<file path="config.mk">
export PLATFORM = sky130hd
export DESIGN_NAME = timer_irq_peripheral
export DESIGN_NICKNAME = d
export VERILOG_FILES = /design/src/rtl/timer_irq_peripheral_pkg.sv /design/src/rtl/timer_irq_peripheral_timer_counter.sv /design/src/rtl/timer_irq_peripheral.sv
export SDC_FILE = /design/constraint.sdc
export NUM_CORES = 1
export LEC_CHECK = 0
export BUFFER_PORTS_ARGS = -buffer_cell sky130_fd_sc_hd__buf_2
export CAP_MARGIN = 20
export CELL_PAD_IN_SITES_DETAIL_PLACEMENT = 0
export CELL_PAD_IN_SITES_GLOBAL_PLACEMENT = 2
export CORE_ASPECT_RATIO = 1.2
export CORE_MARGIN = 2
export CORE_UTILIZATION = 30
export DETAILED_ROUTE_END_ITERATION = 8
export MAX_ROUTING_LAYER = met4
export PLACE_DENSITY = 0.78
export REMOVE_ABC_BUFFERS = 1
export SETUP_SLACK_MARGIN = 0.3
export SLEW_MARGIN = 20
export SYNTH_ARGS = -nofsm -noshare
export SYNTH_HDL_FRONTEND = slang
export SYNTH_SLANG_ARGS = --single-unit
</file>
<file path="constraint.sdc">
create_clock -name clk -period 3.5 [get_ports clk]
set_input_delay 0.175 -clock clk [delete_from_list [all_inputs] [get_ports clk]]
set_output_delay 0.175 -clock clk [all_outputs]
set_load 0.02 [all_outputs]
</file>
<file path="src/rtl/timer_irq_peripheral_pkg.sv">
// rtl/timer_irq_peripheral_pkg.sv - register map, TCON bit indices and address decode for the timer peripheral
package timer_irq_peripheral_pkg;

    localparam logic [31:0] DEFAULT_BASE_ADDR = 32'h4000_0000;

    localparam logic [4:0] TH_OFS      = 5'h00;
    localparam logic [4:0] TL_OFS      = 5'h04;
    localparam logic [4:0] TCON_OFS    = 5'h08;
    localparam logic [4:0] LED_OFS     = 5'h0C;
    localparam logic [4:0] SWITCH_OFS  = 5'h10;
    localparam logic [4:0] DIGI_OFS    = 5'h14;
    localparam logic [4:0] SYSTICK_OFS = 5'h18;

    localparam int TCON_EN = 0;
    localparam int TCON_IE = 1;
    localparam int TCON_IP = 2;

    typedef enum logic [2:0] {
        SEL_NONE,
        SEL_TH,
        SEL_TL,
        SEL_TCON,
        SEL_LED,
        SEL_SWITCH,
        SEL_DIGI,
        SEL_SYSTICK
    } reg_sel_e;

    // Offset is taken relative to the base so the window needs no alignment assumption.
    function automatic reg_sel_e decode_addr(input logic [31:0] addr, input logic [31:0] base);
        logic [31:0] ofs;
        ofs = addr - base;
        decode_addr = SEL_NONE;
        if (ofs[31:5] == 27'd0) begin
            case (ofs[4:0])
                TH_OFS:      decode_addr = SEL_TH;
                TL_OFS:      decode_addr = SEL_TL;
                TCON_OFS:    decode_addr = SEL_TCON;
                LED_OFS:     decode_addr = SEL_LED;
                SWITCH_OFS:  decode_addr = SEL_SWITCH;
                DIGI_OFS:    decode_addr = SEL_DIGI;
                SYSTICK_OFS: decode_addr = SEL_SYSTICK;
                default:     decode_addr = SEL_NONE;
            endcase
        end
    endfunction

endpackage

</file>
<file path="src/rtl/timer_irq_peripheral_timer_counter.sv">
// rtl/timer_irq_peripheral_timer_counter.sv - reloadable 32-bit timer with TCON control and interrupt pending
module timer_counter
    import timer_irq_peripheral_pkg::*;
(
    input  logic        clk,
    input  logic        reset,
    input  logic        th_we,
    input  logic        tl_we,
    input  logic        tcon_we,
    input  logic [31:0] wdata,
    output logic [31:0] th,
    output logic [31:0] tl,
    output logic [2:0]  tcon,
    output logic        irqout
);

    logic overflow;

    assign overflow = tcon[TCON_EN] && (tl == 32'hFFFF_FFFF);

    // Bus writes take priority over the counter; reload always sees the pre-write TH.
    always_ff @(posedge clk) begin
        if (reset) begin
            th   <= 32'd0;
            tl   <= 32'd0;
            tcon <= 3'd0;
        end else begin
            if (th_we) begin
                th <= wdata;
            end

            if (tl_we) begin
                tl <= wdata;
            end else if (overflow) begin
                tl <= th;
            end else if (tcon[TCON_EN]) begin
                tl <= tl + 32'd1;
            end

            if (tcon_we) begin
                tcon <= wdata[2:0];
            end else if (overflow && tcon[TCON_IE]) begin
                tcon[TCON_IP] <= 1'b1;
            end
        end
    end

    assign irqout = tcon[TCON_IE] & tcon[TCON_IP];

endmodule

</file>
<file path="src/rtl/timer_irq_peripheral.sv">
// rtl/timer_irq_peripheral.sv - memory-mapped timer, LED/7-seg, switch and systick block driving the CPU interrupt line
module timer_irq_peripheral
    import timer_irq_peripheral_pkg::*;
#(
    parameter logic [31:0] BASE_ADDR = DEFAULT_BASE_ADDR
) (
    input  logic        clk,
    input  logic        reset,
    input  logic        rd,
    input  logic        wr,
    input  logic [31:0] addr,
    input  logic [31:0] wdata,
    output logic [31:0] rdata,
    input  logic [7:0]  switch,
    output logic [7:0]  led,
    output logic [11:0] digi,
    output logic        irqout
);

    reg_sel_e    sel;
    logic        th_we;
    logic        tl_we;
    logic        tcon_we;
    logic        led_we;
    logic        digi_we;
    logic [31:0] th;
    logic [31:0] tl;
    logic [2:0]  tcon;
    logic [31:0] systick;

    always_comb begin
        sel     = decode_addr(addr, BASE_ADDR);
        th_we   = wr && (sel == SEL_TH);
        tl_we   = wr && (sel == SEL_TL);
        tcon_we = wr && (sel == SEL_TCON);
        led_we  = wr && (sel == SEL_LED);
        digi_we = wr && (sel == SEL_DIGI);
    end

    timer_counter u_timer_counter (
        .clk     (clk),
        .reset   (reset),
        .th_we   (th_we),
        .tl_we   (tl_we),
        .tcon_we (tcon_we),
        .wdata   (wdata),
        .th      (th),
        .tl      (tl),
        .tcon    (tcon),
        .irqout  (irqout)
    );

    always_ff @(posedge clk) begin
        if (reset) begin
            led     <= 8'd0;
            digi    <= 12'd0;
            systick <= 32'd0;
        end else begin
            if (led_we) begin
                led <= wdata[7:0];
            end
            if (digi_we) begin
                digi <= wdata[11:0];
            end
            systick <= systick + 32'd1;
        end
    end

    // Purely combinational, so a simultaneous read+write returns the pre-write value.
    always_comb begin
        rdata = 32'd0;
        if (rd) begin
            case (sel)
                SEL_TH:      rdata = th;
                SEL_TL:      rdata = tl;
                SEL_TCON:    rdata = {29'd0, tcon};
                SEL_LED:     rdata = {24'd0, led};
                SEL_SWITCH:  rdata = {24'd0, switch};
                SEL_DIGI:    rdata = {20'd0, digi};
                SEL_SYSTICK: rdata = systick;
                default:     rdata = 32'd0;
            endcase
        end
    end

endmodule
</file>
==> results of run 1 <==
## final cells by class
cell class,count,area (um^2)
fill,2303,13590
multi-input combinational,659,4015
sequential,119,2382
timing repair buffer,155,870.8
clock buffer,21,460.4
tap,274,342.8
clock inverter,9,102.6
inverter,4,15.01
## power groups by stage
stage | Sequential [mW] | Clock, mW | Combinational, mW
2_1_floorplan | 1.39 | 0 | 0.0190
3_3_place_gp | 1.39 | 0 | 0.116
3_5_place_dp | 1.39 | 0 | 0.116
4_1_cts | 1.36 | 1.73 | 0.120
5_1_grt | 1.36 | 1.79 | 0.130
6_report | 1.36 | 1.69 | 0.119
## placed cells by master (no fill, tap or decap), drive strengths merged, types with 12 or more instances in the layout
master	n
nor2	116
buf	150
nor4	12
clkbuf	21
dfxtp	119
o21ai	13
and4	15
nand4	20
xor2	29
a22oi	34
a22o	30
and3	15
xnor2	19
mux2i	36
nand3	41
nand2	122
a21oi	52
## state kept, by name, indices dropped and copies added (netlist names)
signal and count:
systick 32, u_timer_counter.th 32, u_timer_counter.tl 32, digi 12, led 8, u_timer_counter.tcon 3
## per-layer routing
metal	global-route usage [%]	wire length, um	share of wire, %	up-vias
met3	4.175	1188	5.2	25
li1	-	-	-	3287
met5	-	0	0	-
met2	33.97	11310	50	195
met4	5.446	461	2.0	0
met1	23.83	9792	43	3097
## critical path: stages, from the launching register on
cell     delay [ns]
dfxtp_1        0.48
ha_1           0.28
nand2_1        0.16
nor4_4         0.40
and4_1         0.45
buf_4          0.29
nand2_1        0.08
a311o_1        0.35
a21oi_1        0.11
## final timing paths
kind,endpoint,slack (ns)
worst max register to register,u_timer_counter.tl[1],0.84
worst min register to register,u_timer_counter.th[22],0.47
worst max-delay path,u_timer_counter.tl[1],0.84
worst min-delay path,u_timer_counter.th[15],0.01
## repair_timing
action                                  in CTS  in global routing
hold buffers                                 5                  0
gates resized for setup                      0                  0
endpoints found under the hold margin        5                  0
endpoints found under the setup margin       0                  0
## stage by stage
stage	total power [mW]	utilization, %	hold slack, ns	std cells
2_1_floorplan	1.409	-	0.2417	782
3_3_place_gp	1.509	34.79	0.4351	1206
3_5_place_dp	1.509	34.79	0.4408	1206
4_1_cts	3.218	37.60	0.0001849	1241
5_1_grt	3.284	37.60	0.004423	1241
6_report	3.174	37.60	0.01282	1241
## cells by family (layout without fill, tap and decap cells)
family | count (synthesis) | after routing | share of synthesized area [%]
simple gates | 381 | 381 | 27.24
compound gates | 190 | 190 | 20.37
flops | 119 | 119 | 35.64
buf+inv | 70 | 189 | 4.362
xor+xnor | 48 | 48 | 6.290
mux | 38 | 38 | 5.728
fa+ha+maj | 2 | 2 | 0.3743
## cell usage after synthesis, types with 2 or more instances
master,count
a211oi_1,8
a21o_1,2
a21oi_1,52
a221oi_1,2
a222oi_1,4
a22o_1,30
a22oi_1,34
a311o_1,6
a311oi_1,8
and2_1,8
and3_1,15
and4_1,15
buf_1,3
buf_2,13
clkbuf_1,47
dfxtp_1,119
ha_1,2
inv_1,4
mux2_2,2
mux2i_1,36
nand2_1,122
nand3_1,41
nand3b_1,2
nand4_1,19
nor2_1,116
nor2b_1,8
nor3_1,9
nor4_1,10
nor4_4,2
o211ai_1,7
o21a_1,3
o21ai_0,13
o2bb2ai_1,2
o32ai_1,11
or3_1,9
xnor2_1,19
xor2_1,29
==> results.sh, run 1 <==
export IMPL_synth_cell_area_mm2=0.006684
export IMPL_drv_cap=0
export IMPL_avgSynthCellArea_um2=7.882
export IMPL_rows=59
export IMPL_die_h_um=167.5
export IMPL_vias_per_cell=5.322
export IMPL_grt_setup_unrepaired="false"
export IMPL_final_nets=1034
export IMPL_grt_ovfl_total=0
export IMPL_antenna_found_initial=0
export IMPL_status="completed"
export IMPL_dp_slack_ns=0.8157
export IMPL_p_per_area_mw_per_mm2=387.6
export IMPL_coreArea_mm2=0.02178
export IMPL_power_leakage_nw=3.196
export IMPL_htreeDepth=4
export IMPL_critical_path_arrival_ns=3.01
export IMPL_die_area_mm2=0.02350
export IMPL_insertion_delay_ns=0.42
export IMPL_yosysUniqueCellTypes=53
export IMPL_dpl_hpwl_mm=16.21
export IMPL_firstDrtPassIters=6
export IMPL_final_period_utilization_pct=76.12
export IMPL_setup_tns_ns=0
export IMPL_drtIter0Drc=445
export IMPL_finalHoldViolations=0
export IMPL_cts_tree="done"
export IMPL_layout_setup_ws_ns=0.8357
export IMPL_critPathCaptureType="flop"
export IMPL_drt_wl_total_mm=22.76
export IMPL_pwr_share_seq_pct=43.0
export IMPL_ys_flop_type="dfxtp_1"
export IMPL_ys_warn_count=0
export IMPL_grt_max_degree=83
export IMPL_worstReg2RegStart="u_timer_counter.tl[0]"
export IMPL_post_route_cells_drive_above_1_share_pct=19.23
export IMPL_internal_power_mw=2.476
export IMPL_layout_min_cycle_time_ns=2.664
export IMPL_grt_pass1_vias=6541
export IMPL_numCtsBuffers=17
export IMPL_min_path_type="in -> reg"
export IMPL_synth_area_top_cells="dfxtp_1 (36%), nand2_1 (6.9%), nor2_1 (6.5%)"
export IMPL_min_delay_path_depth=3
export IMPL_tightest_slew_ns=0.9382
export IMPL_maxSlewViolCount=0
export IMPL_io_buffer_count=128
export IMPL_slew_headroom_pct=37.46
export IMPL_route_detailed_drc=0
export IMPL_synthArstFlopShare_pct=0
export IMPL_floorplan_initialDensity_pct=30.69
export IMPL_cts_root_buf="clkbuf_16"
export IMPL_die_w_um=140.3
export IMPL_synth_edff_count=0
export IMPL_synth_seq_area_share_pct=35.64
export IMPL_fin_area_mm2=0.008189
export IMPL_grt_usage_pct=19.92
export IMPL_worstSetupPathType="reg -> reg"
export IMPL_gp_congestion=0.8018
export IMPL_synth_seq_cells=119
export IMPL_clk_path_buf_depth=2
export IMPL_ff2ff_path_depth=8
export IMPL_finClkSkew_ns=0.009258
export IMPL_grt_pass1_wl_mm=35.89
export IMPL_worstPathMaxFanout=13
export IMPL_syn_to_final_growth_pct=22.52
export IMPL_insertedDiodeCount=0
export IMPL_post_cts_setup_buffers=0
export IMPL_setup_viol=0
export IMPL_drtAntennaViolNets=0
export IMPL_switchingPower_mw=0.6981
export IMPL_ios=129
export IMPL_cp_start_kind="flop"
export IMPL_clockPowerShare_pct=53.3
export IMPL_p_sw_share_pct=21.99
export IMPL_max_freq_mhz=375.3
export IMPL_hp_start="wdata[15]"
export IMPL_num_vias=6604
export IMPL_cp_startpoint="u_timer_counter.tl[0]"
export IMPL_synth_top_area_share_pct=35.64
export IMPL_place_area_mm2=0.007576
export IMPL_synth_top_cell_by_area="dfxtp_1"
export IMPL_crit_required_ns=3.85
export IMPL_power_frac_comb_pct=3.8
export IMPL_wl_per_cell_um=18.34
export IMPL_synthCells=848
export IMPL_irDropWorstVdd_mv=0.3251
export IMPL_clock_sinks=119
export IMPL_clkSlewWorstSetupHoldPaths_ns=0.06
No activity file was read; power rests on OpenSTA's default activity.
==> run 2, diff against run 1 <==
Settings changed: ABC_AREA set to 1, PLACE_DENSITY 0.78 to 0.83.
Clock period 3.5 ns to 2.7 ns, I/O delays scaled along.
==> run 2 against run 1 <==
  * Count of clock-buffer cells in the layout is 2 lower
  * Routed wire length grew 35%
  * Register-to-register slack got worse by 0.33 ns
  * Critical path type unchanged
  * Critical endpoint is now u_timer_counter.tcon[2]
==> results.sh, run 2 <==
export IMPL_status="completed"
export IMPL_setup_tns_ns=0
export IMPL_final_period_utilization_pct=81.21
export IMPL_ff2ff_path_depth=10
export IMPL_yosysUniqueCellTypes=43
export IMPL_worstPathMaxFanout=5
export IMPL_firstDrtPassIters=5
export IMPL_synth_cell_area_mm2=0.007716
export IMPL_clk_path_buf_depth=2
export IMPL_place_area_mm2=0.008753
export IMPL_drtIter0Drc=542
export IMPL_syn_to_final_growth_pct=25.54
export IMPL_r2r_end="u_timer_counter.tcon[2]"
export IMPL_avgSynthCellArea_um2=6.071
export IMPL_min_path_type="in -> reg"
export IMPL_post_route_util_pct=38.16
export IMPL_largestRegisters="systick: 32 flops, u_timer_counter.th: 32 flops, u_timer_counter.tl: 32 flops"
export IMPL_drv_cap=0
export IMPL_irDropWorstVdd_mv=0.3378
export IMPL_synth_seq_cells=119
export IMPL_max_freq_mhz=456.1
export IMPL_hold_end="digi[1]"
export IMPL_synth_area_top_cells="dfxtp_1 (31%), nand2_1 (14%), nor2_1 (11%)"
export IMPL_final_cells=1773
export IMPL_synthArstFlopShare_pct=0
export IMPL_clock_sinks=119
export IMPL_layout_setup_ws_ns=0.5074
export IMPL_cts_root_buf="clkbuf_16"
export IMPL_worstSetupPathType="reg -> reg"
export IMPL_cp_start_kind="flop"
export IMPL_layout_min_cycle_time_ns=2.193
export IMPL_antenna_found_initial=0
export IMPL_wl_per_cell_um=17.30
export IMPL_grt_pass1_vias=8632
export IMPL_crit_chain="ha_1 > nand2_1 > nor2_2 > nand2_1 > nor2_1 > nand4_1 > nor4_2 > buf_4 > a21oi_1 > nor2_1"
export IMPL_dpl_hpwl_mm=22.87
export IMPL_maxSlewViolCount=0
export IMPL_dp_cells=1709
export IMPL_gp_congestion=0.9060
export IMPL_grt_max_degree=53
export IMPL_worst_path_largest_cell_delay_ns=0.43
export IMPL_grt_usage_pct=23.66
export IMPL_cts_tree="done"
export IMPL_ys_warn_count=0
export IMPL_setup_viol=0
export IMPL_htreeDepth=4
export IMPL_finClkSkew_ns=0.009160
export IMPL_drt_wl_total_mm=30.67
export IMPL_slowest_stage="dfxtp_1"
export IMPL_power_leakage_nw=3.876
export IMPL_dp_slack_ns=0.4137
export IMPL_vias_per_cell=4.886
export IMPL_ios=129
export IMPL_die_area_mm2=0.02702
export IMPL_drtAntennaViolNets=0
export IMPL_clkSlewWorstSetupHoldPaths_ns=0.06
export IMPL_ys_flop_type="dfxtp_1"
export IMPL_worstReg2RegStart="u_timer_counter.tl[0]"
export IMPL_cp_startpoint="u_timer_counter.tl[0]"
export IMPL_floorplan_initialDensity_pct=30.40
export IMPL_die_w_um=150.4
export IMPL_cp_num_buf_inv=1
export IMPL_synth_edff_count=0
export IMPL_p_per_area_mw_per_mm2=454.2
export IMPL_crit_required_ns=3.06
export IMPL_hp_start="wdata[1]"
export IMPL_fin_area_mm2=0.009687
export IMPL_insertion_delay_ns=0.43
export IMPL_synth_top_area_share_pct=30.87
export IMPL_synthCells=1271
export IMPL_route_detailed_drc=0
export IMPL_io_buffer_count=128
export IMPL_rows=64
export IMPL_coreArea_mm2=0.02538
export IMPL_post_route_cells_drive_above_1_share_pct=16.49
export IMPL_grt_pass1_wl_mm=48.09
export IMPL_tightest_slew_ns=0.6547
export IMPL_crit_family="simple AND/OR/NAND/NOR gates"
export IMPL_min_delay_path_depth=3
export IMPL_grt_ovfl_total=0
export IMPL_numCtsBuffers=17
export IMPL_synth_seq_area_share_pct=30.87
export IMPL_total_power_mw=4.399
export IMPL_num_vias=8663
export IMPL_synthTopCellsByCount="nand2_1 (283), nor2_1 (222), inv_1 (142)"
export IMPL_insertedDiodeCount=0
export IMPL_layout_cells_most_common="nand2_1"
export IMPL_mostFrequentLayoutCells="nand2_1 (283), nor2_1 (222), inv_1 (141)"
export IMPL_holdWs_ns=0.03385
export IMPL_final_nets=1508
export IMPL_yosys_cell_count_top_type="nand2_1"
export IMPL_finalHoldViolations=0
export IMPL_r2r_slack_ns=0.51
export IMPL_slew_headroom_pct=56.36
export IMPL_critical_path_arrival_ns=2.56
export IMPL_die_h_um=179.7
export IMPL_synth_top_cell_by_area="dfxtp_1"
export IMPL_critPathCaptureType="flop"
export IMPL_grt_setup_unrepaired="true"
[run 2: worst reg2reg max path, cell delays in order (launching register included)]
cell and delay (ns):
dfxtp_1 0.43, ha_1 0.21, nand2_1 0.15, nor2_2 0.19, nand2_1 0.17, nor2_1 0.25, nand4_1 0.13, nor4_2 0.26
buf_4 0.18, a21oi_1 0.05, nor2_1 0.09
[run 2: cell type report]
type | count | area, um^2
fill | 2802 | 15700
multi-input combinational | 944 | 4494
sequential | 119 | 2382
timing repair buffer | 191 | 1194
inverter | 157 | 589.3
clock buffer | 19 | 442.9
tap | 330 | 412.9
clock inverter | 13 | 171.4
[run 2: worst max-delay path by stage]
stage                                    endpoint  slack, ns  cells after the start
after CTS                 u_timer_counter.tcon[2]       0.38                     10
after global placement    u_timer_counter.tcon[2]       0.35                     10
after detailed placement  u_timer_counter.tcon[2]       0.41                     10
final                     u_timer_counter.tcon[2]       0.51                     10
after floorplan             u_timer_counter.th[0]       0.28                      9
after global routing                     rdata[8]       0.30                     13
[run 2: kinds of logic (layout without fill, tap and decap cells)]
kind of cell    after synthesis  in the layout  share of synthesized area [%]
buf+inv                     208            380                          11.03
fa+ha+maj                     2              2                         0.3243
flops                       119            119                          30.87
xor+xnor                     15             15                          1.703
simple gates                731            731                          42.35
compound gates              196            196                          13.72
[run 2: report_power, final]
group          switching, mW  internal [mW]  leakage [nW]  total (mW)
registers            0.00347           1.76         0.959        1.76
clock network          0.935           1.49         0.295        2.42
logic                  0.124         0.0895          2.62       0.213
[run 2: routing by layer]
layer / global-route usage, % / wire length [um] / vias up / part of all wire (%)
met4: 5.887 / 501 / 0 / 1.6
met2: 39.55 / 15020 / 164 / 49
li1: - / - / 4464 / -
met3: 3.198 / 1002 / 33 / 3.3
met5: - / 0 / - / 0
met1: 29.97 / 14150 / 4002 / 46
[run 2: repair_timing]
item                       CTS  global route
hold endpoints to repair    35             0
setup buffers                0             4
hold buffers                28             0
setup endpoints to repair    0             5
resized for setup            0             2
==> run 3, diff against run 2 <==
Clock period 2.7 ns to 2.1 ns, I/O delays scaled along.
==> run 3 against run 2 <==
  * Design area up 24%
  * Critical path depth up 3
  * Utilization up 9.2 points
  * Total power up 25%
  * Die area unchanged
  * Count of clock-buffer cells in the layout down 1
  * Largest cell class unchanged
==> results.sh, run 3 (same netlist as run 2, synthesis figures left out) <==
export IMPL_status="completed"
export IMPL_io_buffer_count=128
export IMPL_worstSetupPathType="in -> out"
export IMPL_grt_pass1_wl_mm=51.11
export IMPL_clock_sinks=119
export IMPL_finClkSkew_ns=0.01004
export IMPL_max_freq_mhz=516.6
export IMPL_maxSlewViolCount=0
export IMPL_crit_chain="buf_2 > nor2_2 > nand2_2 > nor2_2 > nand2_2 > nor2_8 > buf_12 > nand4_4 > buf_6 > inv_4 > nand2_1 > a21oi_1 > buf_4"
export IMPL_grt_ovfl_total=0
export IMPL_setup_tns_ns=0
export IMPL_critical_path_arrival_ns=1.83
export IMPL_gp_congestion=0.9359
export IMPL_layout_setup_ws_ns=0.1642
export IMPL_seqCellArea_mm2=0.002430
export IMPL_mostFrequentLayoutCells="nand2_1 (250), nor2_1 (169), inv_1 (132)"
export IMPL_die_h_um=179.7
export IMPL_worstPathMaxFanout=6
export IMPL_setup_viol=0
export IMPL_numCtsBuffers=17
export IMPL_syn_to_final_growth_pct=55.70
export IMPL_insertedDiodeCount=0
export IMPL_insertion_delay_ns=0.44
export IMPL_coreArea_mm2=0.02538
export IMPL_firstDrtPassIters=5
export IMPL_vias_per_cell=5.023
export IMPL_grt_setup_unrepaired="true"
export IMPL_clk_path_buf_depth=2
export IMPL_floorplan_initialDensity_pct=30.40
export IMPL_p_sw_share_pct=25.91
export IMPL_layout_min_cycle_time_ns=1.936
export IMPL_pwr_share_seq_pct=41.1
export IMPL_min_path_type="in -> reg"
export IMPL_drt_wl_total_mm=33.88
export IMPL_die_w_um=150.4
export IMPL_dp_slack_ns=-0.008162
export IMPL_clkSlewWorstSetupHoldPaths_ns=0.06
export IMPL_multi_input_area_mm2=0.005366
export IMPL_drv_cap=0
export IMPL_finalHoldViolations=0
export IMPL_antenna_found_initial=0
export IMPL_tightest_slew_ns=0.6885
export IMPL_p_per_area_mw_per_mm2=457.8
export IMPL_irDropWorstVdd_mv=0.3877
export IMPL_ff2ff_path_depth=12
export IMPL_route_detailed_drc=0
export IMPL_num_vias=9499
export IMPL_crit_required_ns=2.00
export IMPL_internal_power_mw=4.074
export IMPL_htreeDepth=4
export IMPL_grt_pass1_vias=9034
export IMPL_dpl_hpwl_mm=24.05
export IMPL_critPathCaptureType="output port"
export IMPL_rows=64
export IMPL_grt_max_degree=53
export IMPL_largestRegisters="systick: 32 flops, u_timer_counter.th: 32 flops, u_timer_counter.tl: 32 flops"
export IMPL_wl_per_cell_um=17.92
export IMPL_clockPowerShare_pct=52.7
export IMPL_switchingPower_mw=1.425
export IMPL_cp_start_kind="input port"
export IMPL_slew_headroom_pct=54.10
export IMPL_final_period_utilization_pct=92.18
export IMPL_min_delay_path_depth=4
export IMPL_drtAntennaViolNets=0
export IMPL_cts_tree="done"
export IMPL_post_route_util_pct=47.33
export IMPL_grt_usage_pct=25.43
export IMPL_cts_root_buf="clkbuf_16"
export IMPL_post_route_cells_drive_above_1_share_pct=34.72
export IMPL_fill_cells=2598
export IMPL_layout_cells_most_common="nand2_1"
export IMPL_holdWs_ns=0.1049
export IMPL_drtIter0Drc=595
export IMPL_worst_path_largest_cell_delay_ns=0.23
export IMPL_power_leakage_nw=4.753
export IMPL_ios=129
export IMPL_power_frac_comb_pct=6.1
export IMPL_die_area_mm2=0.02702
export IMPL_slowest_stage="a21oi_1"
export IMPL_final_nets=1626
run 3: changes by cell type in the layout (fill, tap and decap cells not counted), sizes merged:
cell,change
buf,+107
nand3,+4
clkbuf,+1
clkinv,+4
bufinv,-2
dlygate4sd3,+4
run 3: layout make-up:
cell class | instances | area share [%]
inverter | 157 | 5.103
multi-input combinational | 948 | 44.67
tap | 330 | 3.437
sequential | 119 | 20.22
timing repair inverter | 1 | 0.05207
timing repair buffer | 304 | 21.81
clock inverter | 14 | 1.052
clock buffer | 18 | 3.655
run 3: routing by layer:
layer	track usage (%)	wire (um)	up-vias
li1	-	-	4704
met1	32.81	14760	4457
met2	41.38	16560	280
met3	2.995	1633	58
met4	7.887	930	0
met5	-	0	-
run 3: path summary, 6_finish.rpt:
check                                           start                    end  slack, ns
worst max register to register  u_timer_counter.tl[0]  u_timer_counter.tl[4]       0.29
worst max-delay path                         addr[16]              rdata[29]       0.16
worst min register to register             systick[0]             systick[0]       0.46
worst min-delay path                            reset  u_timer_counter.tl[9]       0.10
run 3: metrics by stage:
step / area [um^2] / instances / power, mW
3_3_place_gp: 9294 / 1766 / 2.555
2_1_floorplan: 7455 / 1220 / 2.389
5_1_grt: 12010 / 1891 / 5.647
4_1_cts: 11120 / 1872 / 5.507
3_5_place_dp: 9294 / 1766 / 2.556
6_report: 12010 / 1891 / 5.500
run 3: timing repair:
action / CTS / global route
hold endpoints to repair: 47 / 0
pin swaps: 47 / 71
buffers inserted: 35 / 17
setup endpoints to repair: 73 / 81
gates resized for setup: 145 / 207
cloned: 7 / 2
hold buffers: 32 / 0
run 3: power by group through the flow:
stage	combinational [mW]	sequential [mW]	clock, mW
2_1_floorplan	0.0740	2.32	0
3_3_place_gp	0.239	2.32	0
3_5_place_dp	0.240	2.32	0
4_1_cts	0.306	2.27	2.94
5_1_grt	0.365	2.26	3.02
6_report	0.338	2.26	2.90
run 3: critical path: cells and delay by family:
family	cells	cell delay [ns]
buffers and inverters	5	0.69
AND/OR/NAND/NOR	7	0.79
AO/OA/AOI/OAI	1	0.23
